## src/rtl/load_store_unit.sv

```systemverilog
// Byte/half/word load-store unit in front of a word-wide memory.
// Sub-word stores are read-modify-write; loads extract and extend one lane.
module load_store_unit #(
  parameter logic ALLOW_UNSELECTED = 1'b0
) (
  input  logic        clk,
  input  logic        rst_n,
  input  logic        req_valid,
  output logic        req_ready,
  input  logic        req_we,
  input  logic [1:0]  req_size,
  input  logic        req_unsigned,
  input  logic [31:0] req_addr,
  input  logic [31:0] req_wdata,
  output logic        rsp_valid,
  output logic [31:0] rsp_rdata,
  output logic        rsp_fault,
  output logic [1:0]  rsp_cause,
  output logic        mem_rw,
  output logic [31:0] mem_address,
  output logic [31:0] mem_write_data,
  input  logic [31:0] mem_read_data,
  input  logic        mem_selected
);
  typedef enum logic [1:0] {IDLE, READ, WRITE, RESP} state_e;

  state_e      state_q, state_d;
  logic        we_q, we_d, uns_q, uns_d, fault_q, fault_d;
  logic [1:0]  size_q, size_d, cause_q, cause_d;
  logic [31:0] addr_q, addr_d, wdata_q, wdata_d, data_q, data_d;

  logic        misaligned;
  logic [7:0]  lane_b;
  logic [15:0] lane_h;
  logic [31:0] load_ext, store_merged;

  always_comb begin
    unique case (req_size)
      2'b00:   misaligned = 1'b0;
      2'b01:   misaligned = req_addr[0];
      2'b10:   misaligned = |req_addr[1:0];
      default: misaligned = 1'b1;
    endcase
  end

  // Lane extraction and merge both work on the word sampled during READ.
  always_comb begin
    unique case (addr_q[1:0])
      2'b00:   lane_b = mem_read_data[7:0];
      2'b01:   lane_b = mem_read_data[15:8];
      2'b10:   lane_b = mem_read_data[23:16];
      default: lane_b = mem_read_data[31:24];
    endcase
    lane_h = addr_q[1] ? mem_read_data[31:16] : mem_read_data[15:0];
    unique case (size_q)
      2'b00:   load_ext = {{24{~uns_q & lane_b[7]}}, lane_b};
      2'b01:   load_ext = {{16{~uns_q & lane_h[15]}}, lane_h};
      default: load_ext = mem_read_data;
    endcase
    store_merged = mem_read_data;
    unique case (size_q)
      2'b00: begin
        unique case (addr_q[1:0])
          2'b00:   store_merged[7:0]   = wdata_q[7:0];
          2'b01:   store_merged[15:8]  = wdata_q[7:0];
          2'b10:   store_merged[23:16] = wdata_q[7:0];
          default: store_merged[31:24] = wdata_q[7:0];
        endcase
      end
      2'b01: begin
        if (addr_q[1]) store_merged[31:16] = wdata_q[15:0];
        else           store_merged[15:0]  = wdata_q[15:0];
      end
      default: store_merged = wdata_q;
    endcase
  end

  always_comb begin
    state_d = state_q;
    we_d    = we_q;
    size_d  = size_q;
    uns_d   = uns_q;
    addr_d  = addr_q;
    wdata_d = wdata_q;
    data_d  = data_q;
    fault_d = fault_q;
    cause_d = cause_q;
    unique case (state_q)
      IDLE: begin
        if (req_valid) begin
          we_d    = req_we;
          size_d  = req_size;
          uns_d   = req_unsigned;
          addr_d  = req_addr;
          wdata_d = req_wdata;
          data_d  = '0;
          fault_d = misaligned;
          cause_d = misaligned ? 2'b01 : 2'b00;
          state_d = misaligned ? RESP : READ;
        end
      end
      READ: begin
        if (!mem_selected && !ALLOW_UNSELECTED) begin
          fault_d = 1'b1;
          cause_d = 2'b10;
          data_d  = '0;
          state_d = RESP;
        end else if (!we_q) begin
          data_d  = mem_selected ? load_ext : '0;
          state_d = RESP;
        end else if (!mem_selected) begin
          // tolerated unselected store: nothing is written
          data_d  = '0;
          state_d = RESP;
        end else begin
          data_d  = store_merged;
          state_d = WRITE;
        end
      end
      WRITE:   state_d = RESP;
      default: state_d = IDLE;
    endcase
  end

  always_ff @(posedge clk or negedge rst_n) begin
    if (!rst_n) begin
      state_q <= IDLE;
      we_q    <= 1'b0;
      size_q  <= 2'b00;
      uns_q   <= 1'b0;
      addr_q  <= '0;
      wdata_q <= '0;
      data_q  <= '0;
      fault_q <= 1'b0;
      cause_q <= 2'b00;
    end else begin
      state_q <= state_d;
      we_q    <= we_d;
      size_q  <= size_d;
      uns_q   <= uns_d;
      addr_q  <= addr_d;
      wdata_q <= wdata_d;
      data_q  <= data_d;
      fault_q <= fault_d;
      cause_q <= cause_d;
    end
  end

  // Outputs decode straight from state so reset clears them without a clock.
  always_comb begin
    req_ready      = (state_q == IDLE);
    rsp_valid      = (state_q == RESP);
    rsp_fault      = 1'b0;
    rsp_cause      = 2'b00;
    rsp_rdata      = '0;
    mem_rw         = (state_q == WRITE);
    mem_address    = '0;
    mem_write_data = '0;
    if (state_q == RESP) begin
      rsp_fault = fault_q;
      rsp_cause = cause_q;
      rsp_rdata = (we_q || fault_q) ? 32'h0 : data_q;
    end
    if (state_q == READ || state_q == WRITE) mem_address = {addr_q[31:2], 2'b00};
    if (state_q == WRITE) mem_write_data = data_q;
  end
endmodule

```

## config.mk

```make
export PLATFORM = sky130hd
export DESIGN_NAME = load_store_unit
export DESIGN_NICKNAME = d
export VERILOG_FILES = /design/src/rtl/load_store_unit.sv
export SDC_FILE = /design/constraint.sdc
export NUM_CORES = 1
export LEC_CHECK = 0
export ABC_CLOCK_PERIOD_IN_PS = 5800
export CAP_MARGIN = 20
export CORE_UTILIZATION = 40
export CTS_CLUSTER_SIZE = 40
export DETAILED_ROUTE_END_ITERATION = 10
export PLACE_DENSITY = 0.77
export SYNTH_ARGS = -nofsm -noshare
export SYNTH_HDL_FRONTEND = slang
export SYNTH_SLANG_ARGS = --single-unit
```

## constraint.sdc

```tcl
create_clock -name clk -period 5.8 [get_ports clk]
set_input_delay 1.16 -clock clk [delete_from_list [all_inputs] [get_ports clk]]
set_output_delay 1.16 -clock clk [all_outputs]
set_load 0.01 [all_outputs]
```

Yosys cells after proc, flatten, opt, wreduce, memory -nomap -nowiden
Index checks and enable logic that the tools add are counted.
{ "op_classes": {"reduce_logical": 12, "eq_ne": 10, "n_bitwise": 3, "muxes": 33} }
{ "ops": {"columns": ["op", "n"], "rows": [
  ["$mux W32", 7],
  ["$pmux W32 S2", 3],
  ["$mux W16", 3],
  ["$mux W8", 4],
  ["$pmux W8 S3", 1],
  ["$mux W2", 5],
  ["$eq A2 B1 Y1 const B", 4],
  ["$eq A2 B2 Y1 const B", 4],
  ["$logic_not A2 Y1", 4],
  ["$mux W1", 6],
  ["$pmux W2 S3", 1],
  ["$ne A2 B2 Y1 const B", 2],
  ["$pmux W2 S2", 1],
  ["$reduce_and A2 Y1", 2],
  ["$pmux W1 S3", 1],
  ["$reduce_and A3 Y1", 1],
  ["$reduce_or A3 Y1", 1],
  ["$and A1 B1 Y1", 2],
  ["$logic_or A1 B1 Y1", 2],
  ["$pmux W1 S2", 1],
  ["$reduce_bool A2 Y1", 1],
  ["$reduce_or A2 Y1", 1],
  ["$not A1 Y1", 1]
]} }
{ "totals": {"wordCells": 67, "reg_bits": 105, "output_inout_bits": 102, "input_bits": 104} }

Logic depth before layout (Yosys ltp)
Gate-level depths: netlist of the first run.
{ "logic_depth": {"ltp_word": 7, "depth_mapped": 9, "mapped_depth_nobuf": 7} }

Worst setup path before layout of the first run
No wires, ideal clock.
{ "synth_timing": {"path_kind": "in2reg", "startpoint": "in req_valid", "endpoint": "reg wdata_q[0]", "path_slack_ns": 3.178, "setup_ns": 0.125, "t_arrival_ns": 2.497, "required_ns": 5.675, "n_path_buf": 4, "stages": 6, "cell_sequence": "clkbuf_1 -> and2_1 -> clkbuf_1 -> buf_2 -> buf_2 -> mux2_2"} }
{ "synth_via": {"elab_chain_len": 1} }
{ "synth_lines": {"columns": ["element", "line", "source"], "rows": [
  ["start: declaration", "8", "input logic req_valid,"],
  ["$reduce_and A2 Y1 (no source line)", null, null],
  ["end signal: assignment", "142", "wdata_q <= wdata_d;"],
  ["end: declaration", "30", "logic [31:0] addr_q, addr_d, wdata_q, wdata_d, data_q, data_d;"]
]} }
No other way between the ends.
A chain may end at the register's enable or synchronous reset.

Final worst setup path of the first run
{ "layout_timing": {"startpoint": "reg state_q[0]", "endpoint": "out mem_write_data[14]"} }
{ "layout_via": {"elab_chain_len": 2} }
{ "layout_lines": {"columns": ["element", "line", "source"], "rows": [
  ["start: declaration", "27", "state_e state_q, state_d;"],
  ["start signal: assignment", "137", "state_q <= state_d;"],
  ["$eq A2 B2 Y1", "165", "if (state_q == WRITE) mem_write_data = data_q;"],
  ["$mux W32", "165", null],
  ["end: declaration", "21", "output logic [31:0] mem_write_data,"]
]} }
No other way between the ends.

==> results.txt, run 1 <==
sequential-to-total area share from yosys stat - 42.4%
grt total ovfl - 0
slew of the pin with the lowest slew margin - 0.978 ns
setup TNS - 0 ns
post-synth top area cell - dfrtp_1
number of antenna violations at the first check in global routing - 0
hold_buf cts - 0
register area - 0.00263 mm^2
CTS sink cnt - 105
# IOs - 206
post-synthesis cell area - 0.00619 mm^2
yosys warns - 0
Hold Crit Class - flip-flop to flip-flop
crit end category - output pin
crit path time final - 3.61 ns
number of antenna diodes - 0
critical-path cell list - inv_1 -> ha_1 -> and2_1 -> clkdlybuf4s50_1
Port Buffers - 203
number of detailed-route iterations in the first pass - 5
Post-CTS Setup Bufs - 0
part of the power in the clock network - 15.6%
largest net degree at the start of global routing - 64
sequential share of power - 30.7%
DRT iter0 DRCs - 520
Async SR Flop Fraction - 100%
CP max-delay cell - ha_1
count of cell types in the netlist - 47
leakage - 0.00354 uW
height of the die - 126 um
Num CTS Buffers - 9
Final Hold Fails - 0
area grow syn2layout - 39.4%
area occupied by multi-input gates - 0.00326 mm^2
Final WS setup - 2.19 ns
top post-synthesis cells by area - dfrtp_1 42%, mux2_2 12%, and2_1 10%, nand2_1 3.6%, a22o_1 2.7%
GRT Util Overall - 24.5%
clock buffer depth - 2
die width - 126 um
H-tree depth - 3
DR WL/cell - 19.0 um
Clock Tree Root - clkbuf_16
fin nets - 921
Clk Latency, worst-skew pair - 0.35 ns
Comb pwr share - 53.7%
delay of the slowest critical-path stage - 0.79 ns
Main synth FF type - dfrtp_1
hold_sp - addr_q[24]$_DFFE_PN0P_
post_cts resized - 0
worst vdd ir - 0.000364 V
crit path kind - flip-flop to output pin
Post-Route WL - 19200 um
Worst EP required - 4.64 ns
# setup viols final - 0
Net Switching - 1770 uW
total number of vias - 5738
Crit Path Max Fanout - 34
fin. max-slew vios - 0
top cell type's share of synthesized area - 42.4%
Yosys reg bits - 105
Highest Clock Rate - 277 MHz
worst slack, placed - 2.18 ns
Worst Skew - 0.00306 ns
Reg-to-Reg Start - state_q[0]$_DFFE_PN0P_
vias per cell - 5.70
DRC viols - 0
die area - 0.0160 mm^2
Clk pin slew, worst setup/hold paths - 0.07 ns
Final period util - 62.2%
sw frac - 41.0%
gpl congestion - 0.885
vias in the first global route - 5656
initial core utilization - 40.9%
status - complete, no violations
layout cells sized above 1 - 12.5%
fillers - 1326
CTS tree - yes
Syn Area/Cell - 9.59 um^2
relative slew slack - 34.7%
first-pass GRT wire length - 30200 um
Setup crit start - state_q[0]$_DFFE_PN0P_
PwrDens - 500 mW/mm^2
EDFF count, synth - 0
Post-DP HPWL - 13600 um
RSZ-0062 raised after global routing - false
CORE AREA - 0.0151 mm^2
row count - 45
maxcap violations - 0
ANT nets after route - 0
crit path DAT - 2.45 ns
Synth Instances - 646
internal cell power - 2550 uW
Worst Setup Start Kind - flip-flop
-- power groups by stage --
stage	sequential, uW	clock, uW	combinational (uW)
global placement	1320	0	2260
detailed placement	1330	0	2290
finish	1330	672	2320
global route	1360	710	2520
CTS	1320	681	2310
floorplan	1190	0	1530
-- logic make-up (layout without fill, tap and decap cells) --
family / Yosys count / count (layout) / synth area share, %
and+or+nand+nor: 210 / 210 / 18.3
AOI/OAI and AO/OA: 167 / 167 / 18.9
DFF: 105 / 105 / 42.4
buffers and inverters: 80 / 251 / 5.21
muxes: 79 / 79 / 14.3
adders and majority gates: 4 / 4 / 0.808
other: 1 / 2 / 0.0606
-- path summary, 6_finish.rpt --
kind,slack [ns],cells after the start,end
max reg2reg,3.14,5,wdata_q[21]$_DFFE_PN0P_
min,0.50,1,addr_q[24]$_DFFE_PN0P_
min reg2reg,0.50,1,addr_q[24]$_DFFE_PN0P_
max in group asynchronous,3.82,2,data_q[16]$_DFFE_PN0P_
min in group asynchronous,0.90,1,addr_q[3]$_DFFE_PN0P_
max,2.19,4,mem_write_data[14]
-- worst max-delay path: cells and delay by family, from the launching register on --
kind | cells | cell delay (ns)
adder cells (fa/ha/maj) | 1 | 0.79
buffers and inverters | 2 | 0.65
flip-flops | 1 | 0.40
AND/OR/NAND/NOR | 1 | 0.24
-- per-stage QoR --
stage | power [uW] | instance area [um^2] | hold WS [ns] | cells | utilization, %
2_1_floorplan | 2720 | 6200 | 0.456 | 647 | -
3_3_place_gp | 3580 | 8310 | 0.482 | 990 | 54.8
3_5_place_dp | 3620 | 8310 | 0.488 | 990 | 54.8
4_1_cts | 4310 | 8630 | 0.505 | 1006 | 57.0
5_1_grt | 4590 | 8630 | 0.521 | 1006 | 57.0
6_report | 4310 | 8630 | 0.503 | 1006 | 57.0
-- synth_stat cells (2+ instances only) --
| library cell | number |
|---|---|
| a211oi_1 | 8 |
| a21boi_0 | 6 |
| a21oi_1 | 24 |
| a21oi_2 | 2 |
| a221o_1 | 9 |
| a221oi_1 | 12 |
| a22o_1 | 19 |
| a22oi_1 | 8 |
| a31oi_1 | 8 |
| a32oi_1 | 6 |
| and2_1 | 99 |
| buf_1 | 3 |
| buf_2 | 6 |
| buf_4 | 2 |
| clkbuf_1 | 44 |
| dfrtp_1 | 105 |
| ha_1 | 4 |
| inv_1 | 24 |
| mux2_2 | 68 |
| mux2i_1 | 10 |
| nand2_1 | 60 |
| nand2b_1 | 11 |
| nand3_1 | 5 |
| nand4_1 | 8 |
| nor2_1 | 14 |
| nor2b_1 | 5 |
| o21ai_0 | 33 |
| o221ai_1 | 8 |
| o22ai_1 | 16 |
| or2b_1 | 2 |
-- per-layer routing --
layer	GRT usage (%)	routed length, um	vias up
met3	8.27	2140	44
met2	37.1	8390	341
met4	10.2	561	0
met5	0	0	-
met1	31.9	8060	2709
li1	-	-	2644
-- layout by cell type, fill, tap and decap left out, types with 3 or more instances in the layout --
master	synthesis	routed
clkdlybuf4s50_1	0	202
dfrtp_1	105	105
and2_1	99	98
mux2_2	68	68
nand2_1	60	60
o21ai_0	33	33
inv_1	24	24
a21oi_1	24	23
a22o_1	19	19
o22ai_1	16	16
nor2_1	14	14
a221oi_1	12	12
nand2b_1	11	11
mux2i_1	10	10
a221o_1	9	9
clkbuf_16	0	9
buf_4	2	9
nand4_1	8	8
o221ai_1	8	8
a211oi_1	8	8
a22oi_1	8	8
a31oi_1	8	8
a21boi_0	6	6
a32oi_1	6	6
nand3_1	5	5
nor2b_1	5	5
ha_1	4	4
inv_6	0	3
-- flip-flops by register name (all words and copies together), names as in the netlist --
name,flops
uns_q,1
addr_q,32
cause_q,2
size_q,2
data_q,32
wdata_q,32
fault_q,1
we_q,1
state_q,2
-- cell type report --
type / count / area share [%]
timing repair buffer: 211 / 24.2
sequential: 105 / 30.4
clock inverter: 7 / 1.16
clock buffer: 9 / 2.61
tap: 188 / 2.73
multi-input combinational: 462 / 37.8
inverter: 24 / 1.04
Note: power is estimated with default switching activity, not from simulation.
==> run 2: changes to the inputs <==
--- a/config.mk
+++ b/config.mk
@@ -5,12 +5,12 @@
 export SDC_FILE = /design/constraint.sdc
 export NUM_CORES = 1
 export LEC_CHECK = 0
-export ABC_CLOCK_PERIOD_IN_PS = 5800
+export ABC_CLOCK_PERIOD_IN_PS = 3100
 export CAP_MARGIN = 20
 export CORE_UTILIZATION = 40
 export CTS_CLUSTER_SIZE = 40
 export DETAILED_ROUTE_END_ITERATION = 10
-export PLACE_DENSITY = 0.77
+export PLACE_DENSITY = 0.8
 export SYNTH_ARGS = -nofsm -noshare
 export SYNTH_HDL_FRONTEND = slang
 export SYNTH_SLANG_ARGS = --single-unit
==> constraint.sdc (replaced) <==
create_clock -name clk -period 3.1 [get_ports clk]
set_input_delay 0.62 -clock clk [delete_from_list [all_inputs] [get_ports clk]]
set_output_delay 0.62 -clock clk [all_outputs]
set_load 0.01 [all_outputs]
==> results.txt, run 2 (same netlist as run 1, synthesis figures left out) <==
status - complete, no violations (unchanged)
largest net degree at the start of global routing - 69 (was 64)
Worst Skew - 0.00840 ns (was 0.00306 ns)
height of the die - 126 um (unchanged)
relative slew slack - 48.1% (was 34.7%)
Post-CTS Setup Bufs - 0 (unchanged)
leakage - 0.00358 uW (was 0.00354 uW)
worst hold slack - 0.117 ns (was 0.503 ns)
# setup viols final - 0 (unchanged)
commonest non-fill, non-tap cell in the layout - clkdlybuf4s50_1 (unchanged)
post_cts resized - 0 (unchanged)
register area - 0.00263 mm^2 (unchanged)
number of antenna violations at the first check in global routing - 0 (unchanged)
ANT nets after route - 0 (unchanged)
number of antenna diodes - 0 (unchanged)
grt total ovfl - 0 (unchanged)
crit end category - output pin (unchanged)
GRT Util Overall - 24.0% (was 24.5%)
layout cells sized above 1 - 13.5% (was 12.5%)
fillers - 1328 (was 1326)
CORE AREA - 0.0151 mm^2 (unchanged)
slew of the pin with the lowest slew margin - 0.779 ns (was 0.978 ns)
gpl congestion - 0.923 (was 0.885)
crit path DAT - 2.28 ns (was 2.45 ns)
Final Hold Fails - 0 (unchanged)
area occupied by multi-input gates - 0.00326 mm^2 (about the same)
total number of vias - 5742 (was 5738)
vias in the first global route - 5428 (was 5656)
Final period util - 93.6%
biggest regs - addr_q x32, data_q x32, wdata_q x32 (unchanged)
crit path kind - flip-flop to output pin (unchanged)
Worst EP required - 2.48 ns (was 4.64 ns)
worst vdd ir - 0.000582 V (was 0.000364 V)
RSZ-0062 raised after global routing - false (unchanged)
Crit Path Max Fanout - 32 (was 34)
Clk Latency, worst-skew pair - 0.35 ns (about the same)
DR WL/cell - 18.7 um (was 19.0 um)
initial core utilization - 40.9% (unchanged)
total power - 7970 uW (was 4310 uW)
DRT iter0 DRCs - 380 (was 520)
H-tree depth - 3 (unchanged)
Highest Clock Rate - 344 MHz
setup TNS - 0 ns (unchanged)
die area - 0.0160 mm^2 (unchanged)
Post-Route WL - 19000 um (was 19200 um)
number of detailed-route iterations in the first pass - 6 (was 5)
vias per cell - 5.65 (was 5.70)
hold_buf cts - 0 (unchanged)
first-pass GRT wire length - 29600 um (was 30200 um)
crit path time final - 2.90 ns
maxcap violations - 0 (unchanged)
Layout Cells excl Fill - 1016 (was 1006)
CTS sink cnt - 105 (unchanged)
Num CTS Buffers - 9 (unchanged)
Worst Setup Start Kind - flip-flop (unchanged)
die width - 126 um (unchanged)
DRC viols - 0 (unchanged)
Post-DP HPWL - 14000 um (was 13600 um)
row count - 45 (unchanged)
fin. max-slew vios - 0 (unchanged)
PwrDens - 918 mW/mm^2 (was 500 mW/mm^2)
clock buffer depth - 2 (unchanged)
Clock Tree Root - clkbuf_16 (unchanged)
area grow syn2layout - 40.1% (was 39.4%)
most frequent cells in the layout - 202 x clkdlybuf4s50_1, 105 x dfrtp_1, 98 x and2_1 (unchanged)
Clk pin slew, worst setup/hold paths - 0.08 ns (was 0.07 ns)
# IOs - 206 (unchanged)
fin nets - 931 (was 921)
Port Buffers - 203 (unchanged)
Hold Crit Class - input port to async pin (was flip-flop to flip-flop)
CTS tree - yes (unchanged)
Placed Cells - 1000 (was 990)
run 2: cell types whose count changed in the layout (fill, tap and decap cells not counted), sizes merged:
| cell | previous run | this run |
|---|---|---|
| buf | 9 | 19 |
| bufinv | 2 | 0 |
| clkinv | 2 | 4 |
| clkbuf | 9 | 10 |
| inv | 27 | 26 |
run 2: per-stage QoR:
step | cell area [um^2] | worst slack, ns | utilization [%]
after floorplan | 6200 | 0.947 | -
final | 8680 | 0.197 | 57.3
after detailed placement | 8390 | 0.370 | 55.4
after global routing | 8680 | 0.0119 | 57.3
after global placement | 8390 | 0.405 | 55.4
after CTS | 8680 | 0.158 | 57.3
run 2: per-layer routing:
metal | vias to the layer above | global-route usage [%] | wire length [um]
met5 | - | 0 | 0
met4 | 0 | 10.6 | 607
met3 | 42 | 7.38 | 2210
met2 | 333 | 36.7 | 8400
met1 | 2709 | 31.4 | 7740
li1 | 2658 | - | -
run 2: report_power, final:
group          switching (uW)  internal (uW)  leakage (uW)
sequential                579           1960       0.00129
combinational            2170           2130       0.00214
clock                     545            579      0.000145
run 2: worst max-delay path, cell delays in order, from the launching register on:
cell,delay [ns]
dfrtp_1,0.38
ha_1,0.34
nor3b_2,0.21
buf_4,0.28
and2_1,0.17
clkdlybuf4s50_1,0.54
run 2: area by class of cell:
class                      count  share of cell area, %
multi-input combinational    462                   37.5
sequential                   105                   30.3
tap                          188                   2.71
clock buffer                  10                   2.75
clock inverter                 6                  0.591
timing repair buffer         221                   25.1
inverter                      24                   1.04
run 2: final timing paths:
kind                                   startpoint                endpoint  slack [ns]  cells after the start
max reg2reg                 addr_q[1]$_DFFE_PN0P_  data_q[13]$_DFFE_PN0P_        0.73                      6
min in group clk           addr_q[22]$_DFFE_PN0P_  addr_q[22]$_DFFE_PN0P_        0.50                      1
max                        state_q[1]$_DFFE_PN0P_           rsp_rdata[15]        0.20                      5
max in group asynchronous                   rst_n  addr_q[26]$_DFFE_PN0P_        2.35                      2
min reg2reg                addr_q[22]$_DFFE_PN0P_  addr_q[22]$_DFFE_PN0P_        0.50                      1
min                                         rst_n   data_q[2]$_DFFE_PN0P_        0.12                      1
==> run 3: changes to the inputs <==
--- a/config.mk
+++ b/config.mk
@@ -7,10 +7,11 @@
 export LEC_CHECK = 0
 export ABC_CLOCK_PERIOD_IN_PS = 3100
 export CAP_MARGIN = 20
+export CORE_MARGIN = 2
 export CORE_UTILIZATION = 40
 export CTS_CLUSTER_SIZE = 40
 export DETAILED_ROUTE_END_ITERATION = 10
-export PLACE_DENSITY = 0.8
+export PLACE_DENSITY = 0.74
 export SYNTH_ARGS = -nofsm -noshare
 export SYNTH_HDL_FRONTEND = slang
 export SYNTH_SLANG_ARGS = --single-unit
==> results.txt, run 3 (same netlist as run 1, synthesis figures left out) <==
status - complete, no violations (unchanged)
worst hold slack - 0.290 ns (was 0.117 ns)
Num CTS Buffers - 9 (unchanged)
number of antenna violations at the first check in global routing - 0 (unchanged)
# setup viols final - 0 (unchanged)
# IOs - 206 (unchanged)
die area - 0.0165 mm^2 (was 0.0160 mm^2)
Port Buffers - 203 (unchanged)
slew of the pin with the lowest slew margin - 0.702 ns (was 0.779 ns)
fin nets - 930 (was 931)
Final Util - 57.4% (was 57.3%)
Clk pin slew, worst setup/hold paths - 0.07 ns (was 0.08 ns)
DR WL/cell - 20.0 um (was 18.7 um)
worst vdd ir - 0.000517 V (was 0.000582 V)
first-pass GRT wire length - 31400 um (was 29600 um)
delay of the slowest critical-path stage - 0.54 ns (about the same)
largest net degree at the start of global routing - 70 (was 69)
GRT Util Overall - 24.7% (was 24.0%)
Clock Tree Root - clkbuf_16 (unchanged)
maxcap violations - 0 (unchanged)
DRT iter0 DRCs - 533 (was 380)
most frequent cells in the layout - 202 x clkdlybuf4s50_1, 105 x dfrtp_1, 98 x and2_1 (unchanged)
CP bufs+invs - 2 (unchanged)
Worst Skew - 0.0108 ns (was 0.00840 ns)
Crit Path Max Fanout - 32 (unchanged)
CORE AREA - 0.0151 mm^2 (unchanged)
PwrDens - 933 mW/mm^2 (was 918 mW/mm^2)
crit path DAT - 2.25 ns (was 2.28 ns)
clock buffer depth - 2 (unchanged)
RR Endpoint - data_q[14]$_DFFE_PN0P_ (was data_q[13]$_DFFE_PN0P_)
Post-DP HPWL - 14900 um (was 14000 um)
R2R Setup Slk - 0.84 ns (was 0.73 ns)
die width - 128 um (was 126 um)
Highest Clock Rate - 349 MHz (was 344 MHz)
Clk Latency, worst-skew pair - 0.36 ns (was 0.35 ns)
DRC viols - 0 (unchanged)
layout cells sized above 1 - 13.4% (was 13.5%)
area grow syn2layout - 40.4% (was 40.1%)
Final Hold Fails - 0 (unchanged)
Final period util - 92.5% (was 93.6%)
fin. max-slew vios - 0 (unchanged)
number of detailed-route iterations in the first pass - 5 (was 6)
fillers - 1260 (was 1328)
Worst Setup Start Kind - flip-flop (unchanged)
number of antenna diodes - 0 (unchanged)
Post-Route WL - 20200 um (was 19000 um)
RSZ-0062 raised after global routing - false (unchanged)
ANT nets after route - 0 (unchanged)
CTS tree - yes (unchanged)
initial core utilization - 40.9% (unchanged)
height of the die - 128 um (was 126 um)
vias in the first global route - 5653 (was 5428)
biggest regs - addr_q x32, data_q x32, wdata_q x32 (unchanged)
crit path time final - 2.87 ns (was 2.90 ns)
final instance area - 0.00869 mm^2 (was 0.00868 mm^2)
relative slew slack - 53.1% (was 48.1%)
Hold Crit Class - input port to async pin (unchanged)
H-tree depth - 3 (unchanged)
crit path kind - flip-flop to output pin (unchanged)
critical-path cell list - ha_1 -> nor3b_2 -> buf_4 -> and2_1 -> clkdlybuf4s50_1 (unchanged)
CTS sink cnt - 105 (unchanged)
crit end category - output pin (unchanged)
Worst EP required - 2.48 ns (about the same)
total number of vias - 5719 (was 5742)
vias per cell - 5.64 (was 5.65)
row count - 45 (unchanged)
CP max-delay cell - clkdlybuf4s50_1 (unchanged)
grt total ovfl - 0 (unchanged)
commonest non-fill, non-tap cell in the layout - clkdlybuf4s50_1 (unchanged)
Reg-to-Reg Start - size_q[1]$_DFFE_PN0P_ (was addr_q[1]$_DFFE_PN0P_)
setup TNS - 0 ns (unchanged)
critical path's top delay family - buffers and inverters (unchanged)
R2R cell count - 6 (unchanged)
leakage - 0.00358 uW (about the same)
gpl congestion - 0.872 (was 0.923)
placed cell area - 0.00839 mm^2 (about the same)
run 3: changes by cell type in the layout (fill, tap and decap cells not counted), sizes merged:
cell	before	now
inv	26	27
buf	19	18
clkinv	4	1
bufinv	0	1
run 3: metal layers:
metal / routed length [um] / vias to the layer above / part of all wire, % / track usage, %
met5: 0 / - / 0 / 0
met4: 425 / 0 / 2.1 / 8.60
met3: 1900 / 34 / 9.4 / 6.82
met2: 9050 / 307 / 45 / 38.5
met1: 8870 / 2723 / 44 / 33.3
li1: - / 2655 / - / -
run 3: area by class of cell:
class                      count  area (um^2)  share of cell area, %
timing repair buffer         220         2180                   25.1
clock inverter                 5         61.3                  0.705
inverter                      24         90.1                   1.04
clock buffer                  10          239                   2.75
multi-input combinational    462         3260                   37.5
tap                          188          235                   2.71
sequential                   105         2630                   30.2
run 3: metrics by stage:
step / setup slack, ns / cells / total power [uW]
floorplan: 0.947 / 647 / 5090
global placement: 0.388 / 999 / 6740
detailed placement: 0.335 / 999 / 6880
CTS: 0.0732 / 1014 / 8080
global route: 0.0644 / 1014 / 8630
finish: 0.232 / 1014 / 8110
run 3: worst max-delay path by stage:
stage	startpoint	end	cells past startpoint
6_report	state_q[1]$_DFFE_PN0P_	rsp_rdata[30]	5
5_1_grt	state_q[0]$_DFFE_PN0P_	rsp_rdata[12]	5
3_5_place_dp	mem_read_data[15]	data_q[21]$_DFFE_PN0P_	6
2_1_floorplan	state_q[0]$_DFFE_PN0P_	wdata_q[0]$_DFFE_PN0P_	8
4_1_cts	state_q[0]$_DFFE_PN0P_	mem_address[18]	4
3_3_place_gp	mem_read_data[15]	data_q[23]$_DFFE_PN0P_	6
run 3: repair_timing:
item                       in CTS  in global routing
setup endpoints to repair       0                 30
buffers inserted                0                  0
gates resized for setup         0                  1
hold buffers                    0                  0
run 3: power breakdown:
| group | leakage (uW) | internal [uW] | switching [uW] | total, uW |
|---|---|---|---|---|
| logic | 0.00214 | 2140 | 2210 | 4350 |
| clock network | 0.000150 | 652 | 531 | 1180 |
| registers | 0.00129 | 1970 | 612 | 2580 |
